--- src/rtl/vga_sync_receiver.sv ---
// VGA sync receiver: rebuilds column/row from pin-level HSync/VSync, checks line and
// frame totals against the expected raster, and gates RGB with the active window once locked.
module vga_sync_receiver #(
  parameter int   TOTAL_COLS    = 800,
  parameter int   TOTAL_ROWS    = 525,
  parameter int   ACTIVE_COLS   = 640,
  parameter int   ACTIVE_ROWS   = 480,
  parameter int   H_FRONT_PORCH = 16,
  parameter int   V_FRONT_PORCH = 10,
  parameter logic SYNC_POL      = 1'b0,
  parameter int   LOCK_FRAMES   = 2
) (
  input  logic       CLK,
  input  logic       i_Reset,
  input  logic       i_HSync,
  input  logic       i_VSync,
  input  logic [2:0] i_Red,
  input  logic [2:0] i_Green,
  input  logic [2:0] i_Blue,
  output logic [9:0] o_Col,
  output logic [9:0] o_Row,
  output logic       o_Active,
  output logic [2:0] o_Red,
  output logic [2:0] o_Green,
  output logic [2:0] o_Blue,
  output logic       o_Locked,
  output logic       o_Err,
  output logic [1:0] o_State
);

  typedef enum logic [1:0] {
    UNLOCKED = 2'd0,
    ACQUIRE  = 2'd1,
    LOCKED   = 2'd2
  } state_t;

  localparam logic [9:0]  H_START      = 10'(ACTIVE_COLS + H_FRONT_PORCH);
  localparam logic [9:0]  V_START      = 10'(ACTIVE_ROWS + V_FRONT_PORCH);
  localparam logic [9:0]  COL_LAST     = 10'(TOTAL_COLS - 1);
  localparam logic [9:0]  ROW_LAST     = 10'(TOTAL_ROWS - 1);
  localparam logic [9:0]  ROW_TOTAL    = 10'(TOTAL_ROWS);
  localparam logic [9:0]  ACT_COLS     = 10'(ACTIVE_COLS);
  localparam logic [9:0]  ACT_ROWS     = 10'(ACTIVE_ROWS);
  localparam logic [10:0] LINE_GOOD    = 11'(TOTAL_COLS - 1);
  localparam logic [10:0] TIMEOUT_LAST = 11'(2 * TOTAL_COLS - 1);
  localparam logic [10:0] LINE_SAT     = 11'h7FF;
  localparam logic [9:0]  FRAME_SAT    = 10'h3FF;
  localparam logic [2:0]  LOCK_TARGET  = 3'(LOCK_FRAMES);

  // There is no handshake: the outputs form a stream that is valid on every clock,
  // one cycle behind the inputs; downstream qualifies pixels with o_Active only.

  state_t      state;
  logic        prev_h;
  logic        prev_v;
  logic        h_seen;
  logic [10:0] line_cnt;
  logic [9:0]  frame_cnt;
  logic [9:0]  col;
  logic [9:0]  row;
  logic [2:0]  good_cnt;
  logic [8:0]  rgb_q;
  logic        err;

  logic h_edge;
  logic v_edge;
  logic col_wrap;
  logic line_bad;
  logic timeout;
  logic frame_eval;
  logic frame_bad;
  logic frame_good;

  assign h_edge     = (i_HSync == SYNC_POL) && (prev_h != SYNC_POL);
  assign v_edge     = (i_VSync == SYNC_POL) && (prev_v != SYNC_POL);
  assign col_wrap   = !h_edge && (col == COL_LAST);
  // line_cnt holds (cycles since the last H edge) - 1, so a good line ends at TOTAL_COLS-1.
  assign line_bad   = h_edge && h_seen && (line_cnt != LINE_GOOD);
  assign timeout    = !h_edge && (line_cnt == TIMEOUT_LAST);
  assign frame_eval = v_edge && (state != UNLOCKED);
  assign frame_bad  = frame_eval && (frame_cnt != ROW_TOTAL);
  assign frame_good = frame_eval && (frame_cnt == ROW_TOTAL);

  always_ff @(posedge CLK) begin
    if (i_Reset) begin
      prev_h <= SYNC_POL;
      prev_v <= SYNC_POL;
      col    <= '0;
      row    <= '0;
      rgb_q  <= '0;
    end else begin
      prev_h <= i_HSync;
      prev_v <= i_VSync;
      rgb_q  <= {i_Red, i_Green, i_Blue};
      if (h_edge)        col <= H_START;
      else if (col_wrap) col <= '0;
      else               col <= col + 10'd1;
      if (v_edge)        row <= V_START;
      else if (col_wrap) row <= (row == ROW_LAST) ? 10'd0 : row + 10'd1;
    end
  end

  // After a timeout the next H edge only restarts line timing; it is not judged.
  always_ff @(posedge CLK) begin
    if (i_Reset) begin
      line_cnt  <= '0;
      h_seen    <= 1'b0;
      frame_cnt <= '0;
    end else begin
      if (h_edge) begin
        line_cnt <= '0;
        h_seen   <= 1'b1;
      end else if (timeout) begin
        line_cnt <= LINE_SAT;
        h_seen   <= 1'b0;
      end else if (line_cnt != LINE_SAT) begin
        line_cnt <= line_cnt + 11'd1;
      end
      if (v_edge)                              frame_cnt <= h_edge ? 10'd1 : 10'd0;
      else if (h_edge && frame_cnt != FRAME_SAT) frame_cnt <= frame_cnt + 10'd1;
    end
  end

  always_ff @(posedge CLK) begin
    if (i_Reset) begin
      state    <= UNLOCKED;
      good_cnt <= '0;
      err      <= 1'b0;
    end else begin
      err <= line_bad || frame_bad || timeout;
      if (timeout) begin
        state    <= UNLOCKED;
        good_cnt <= '0;
      end else begin
        case (state)
          UNLOCKED: begin
            if (v_edge) begin
              state    <= ACQUIRE;
              good_cnt <= '0;
            end
          end
          ACQUIRE: begin
            if (line_bad || frame_bad) begin
              good_cnt <= '0;
            end else if (frame_good) begin
              if ((good_cnt + 3'd1) >= LOCK_TARGET) begin
                state    <= LOCKED;
                good_cnt <= '0;
              end else begin
                good_cnt <= good_cnt + 3'd1;
              end
            end
          end
          LOCKED: begin
            if (line_bad || frame_bad) begin
              state    <= ACQUIRE;
              good_cnt <= '0;
            end
          end
          default: begin
            state    <= UNLOCKED;
            good_cnt <= '0;
          end
        endcase
      end
    end
  end

  assign o_Col    = col;
  assign o_Row    = row;
  assign o_Locked = (state == LOCKED);
  assign o_Active = o_Locked && (col < ACT_COLS) && (row < ACT_ROWS);
  assign o_Red    = o_Active ? rgb_q[8:6] : 3'd0;
  assign o_Green  = o_Active ? rgb_q[5:3] : 3'd0;
  assign o_Blue   = o_Active ? rgb_q[2:0] : 3'd0;
  assign o_Err    = err;
  assign o_State  = state;

endmodule

--- config.mk ---
export PLATFORM = sky130hd
export DESIGN_NAME = vga_sync_receiver
export DESIGN_NICKNAME = d
export VERILOG_FILES = /design/src/rtl/vga_sync_receiver.sv
export SDC_FILE = /design/constraint.sdc
export NUM_CORES = 1
export LEC_CHECK = 0
export CAP_MARGIN = 20
export CORE_ASPECT_RATIO = 2
export CORE_MARGIN = 8
export CORE_UTILIZATION = 45
export DETAILED_ROUTE_END_ITERATION = 8
export GPL_TIMING_DRIVEN = 0
export HOLD_SLACK_MARGIN = 0.06
export PLACE_DENSITY_LB_ADDON = 0.08
export SLEW_MARGIN = 40
export SYNTH_ARGS = -nofsm -noshare
export SYNTH_HDL_FRONTEND = slang
export SYNTH_SLANG_ARGS = --single-unit
export TNS_END_PERCENT = 30
--- constraint.sdc ---
create_clock -name CLK -period 5.48 [get_ports CLK]
set_clock_uncertainty 0.1 [all_clocks]
set_input_delay 1.644 -clock CLK [delete_from_list [all_inputs] [get_ports CLK]]
set_output_delay 1.644 -clock CLK [all_outputs]
set_load 0.005 [all_outputs]
==> flow_metrics.py <==
metrics = {
    "place": {
        "place.port_buffers": 46,
        "placed_cells": 435,
        "preCtsSetupSlack_ns": 1.47,
        "hpwlAfterDp_um": 5110,
        "finalWeightedCongestion": 0.858,
        "postPlaceCellArea_um2": 3350,
    },
    "cts": {
        "cts_buffers": 9,
        "cts_hold_buf": 0,
        "root_buffer": "clkbuf_16",
        "cts.repair.resized": 0,
        "clockBufferDepth": 2,
        "htree_levels": 3,
        "cts_tree": "done",
        "clk_latency_ns": 0.33,
        "clock_sinks": 59,
        "post_cts_buffers": 0,
        "path_clk_slew_ns": 0.05,
    },
    "power_and_ir_drop": {
        "vdd_drop_max_mv": 0.193,
        "leakage_nw": 1.31,
        "p_total_mw": 1.05,
        "power.density_nw_per_um2": 287,
    },
    "floorplanning": {
        "ios": 47,
        "core_um2": 6010,
        "rows": 40,
        "start_util_pct": 46.5,
        "die_y_um": 127,
        "die_width_um": 71.7,
        "die_area_um2": 9140,
    },
    "yosys": {
        "synth-edff-count": 0,
        "synth_ff_type": "dfxtp_1",
        "synthCells": 325,
        "yosysWarnings": 0,
        "yosys_register_bits": 59,
        "async_flop_share_pct": 0,
        "syn_nets": 346,
        "yosysUniqueCellTypes": 46,
        "synthesis.area_um2": 2790,
        "yosysSeqAreaShare_pct": 42.3,
        "syn_area_per_cell_um2": 8.60,
    },
    "layout": {
        "diodes": 0,
        "area_growth_pct": 30.6,
        "nets": 404,
        "fin_cells": 451,
        "finish.utilization_pct": 60.8,
        "drive_above_1_share_pct": 6.19,
        "n_fill_cell": 552,
        "fin_area_um2": 3650,
    },
    "timing": {
        "post-route-min-period_ns": 4.24,
        "slew_viol_final": 0,
        "slew_headroom_pct": 45.3,
        "fmax_mhz": 236,
        "finalSetupTns_ns": 0,
        "holdWs_ns": 0.376,
        "setup_slack_ns": 1.24,
        "grt_setup_unrepaired": "false",
        "finalSetupViolCount": 0,
        "hold_viol": 0,
        "worstMarginPinSlew_ns": 0.814,
        "period_share_pct": 77.4,
    },
    "global_route": {
        "overflow": 0,
        "grt_pass1_wl_um": 11600,
        "track_usage_pct": 15.8,
        "grt_max_degree": 11,
        "antenna_found_initial": 0,
        "grt_pass1_vias": 2514,
    },
    "setup_path": {
        "cp_max_fo": 7,
        "cp.arrival_ns": 2.50,
        "crit_path_start_kind": "register",
        "critPathKind": "reg -> out",
        "worstPathRequired_ns": 3.74,
        "crit_path_end_kind": "output pin",
    },
    "detailed_routing": {
        "wl_per_cell_um": 15.1,
        "drt.antenna.violating_nets": 0,
        "drc": 0,
        "vias": 2559,
        "vias_per_cell": 5.67,
        "first_iter_violations": 148,
        "drt_pass1_iterations": 4,
        "wl_um": 6820,
    },
    "worst_hold_path": {
        "hold_class": "reg -> reg",
    },
    "outcome": {
        "status": "completed",
    },
    "flow_run": {
        "max_cap_viol_count": 0,
    },
}
==> logic make-up after synthesis <==
logic type / after synthesis / share of synthesized area, %
buffers and inverters: 18 / 2.46
and+or+nand+nor: 163 / 32.4
DFF: 59 / 42.3
muxes: 2 / 0.717
adders and majority gates: 9 / 3.94
xor gates and xnor gates: 19 / 5.96
AOI/OAI and AO/OA: 55 / 12.3
==> layer usage <==
metal | wire length (µm) | share of wire (%) | track usage [%]
met5 | 0 | 0 | 0
met4 | 150 | 2.2 | 8.73
met3 | 308 | 4.5 | 4.78
met2 | 3750 | 55 | 29.4
met1 | 2610 | 38 | 14.5
==> critical path, cell delays in order, from the launching register on <==
cell,delay (ns)
dfxtp_1,0.33
and3_1,0.24
a2111oi_2,0.60
clkdlybuf4s18_2,0.35
and2_1,0.14
clkdlybuf4s50_1,0.51
==> power by group <==
part | internal [mW] | total [mW] | switching, mW | leakage [nW]
sequential | 0.443 | 0.455 | 0.0121 | 0.481
combinational | 0.0317 | 0.0572 | 0.0255 | 0.686
clock | 0.354 | 0.534 | 0.180 | 0.146
total | 0.829 | 1.05 | 0.218 | 1.31
==> cell type report <==
class / instances / area [µm²] / share of cell area (%)
Clock inverter: 1 / 5.00 / 0.137
Tap cell: 63 / 78.8 / 2.16
Multi-Input combinational cell: 248 / 1560 / 42.7
Clock buffer: 15 / 288 / 7.89
Timing Repair Buffer: 47 / 470 / 12.9
Sequential cell: 59 / 1180 / 32.4
Inverter: 9 / 33.8 / 0.926
Buffer: 9 / 35.0 / 0.960
==> layout by cell type, fill, tap and decap left out, types with 5 or more instances in the layout <==
cell / instances
and3_1: 8
nor2_1: 33
and2_1: 10
nand3_1: 16
nand2_1: 21
and4_1: 5
dfxtp_1: 59
nor2b_1: 15
inv_1: 9
clkdlybuf4s50_1: 46
a31oi_1: 9
a21oi_1: 21
clkbuf_1: 10
nand3b_1: 5
nand2b_1: 6
ha_1: 8
xor2_1: 12
xnor2_1: 7
o21ai_0: 10
nand4_1: 14
nor3_1: 12
clkbuf_16: 9
==> synth_stat cells (2+ instances only) <==
master	count	area, µm²
mux2i_1	2	20.0
nor4_1	3	18.8
nand4_1	14	87.6
nor3b_1	3	22.5
nor2b_1	15	93.8
a211oi_1	3	22.5
a311oi_1	2	17.5
and2_1	10	62.6
a31oi_1	9	56.3
xnor2_1	7	61.3
nor3_1	12	60.1
ha_1	8	100
nand3b_1	5	37.5
nand2_1	21	78.8
clkbuf_1	8	30.0
xor2_1	12	105
or4_4	2	22.5
nand2b_1	6	37.5
a21oi_1	21	105
inv_1	9	33.8
and3_1	8	50.1
dfxtp_1	59	1180
nand3_1	16	80.1
nor2_1	33	124
or3_1	3	18.8
and4_1	5	43.8
o21ai_0	10	50.1
==> registers in the layout, summed over array words and instances (netlist names) <==
register and cells:
rgb_q 9, h_seen 1, prev_v 1, o_Col 10, o_Row 10, frame_cnt 10
o_State 2, o_Err 1, line_cnt 11, good_cnt 3, prev_h 1
==> final timing paths <==
| check | startpoint | endpoint | slack, ns | depth (start not counted) |
|---|---|---|---|---|
| worst min-delay path | o_Col[0] | o_Col[0] | 0.38 | 1 |
| worst max register to register | line_cnt[0] | o_State[0] | 3.18 | 6 |
| worst min register to register | o_Col[0] | o_Col[0] | 0.38 | 1 |
| worst max-delay path | o_Row[7] | o_Blue[1] | 1.24 | 5 |
Note: power is estimated with default switching activity, not from simulation.
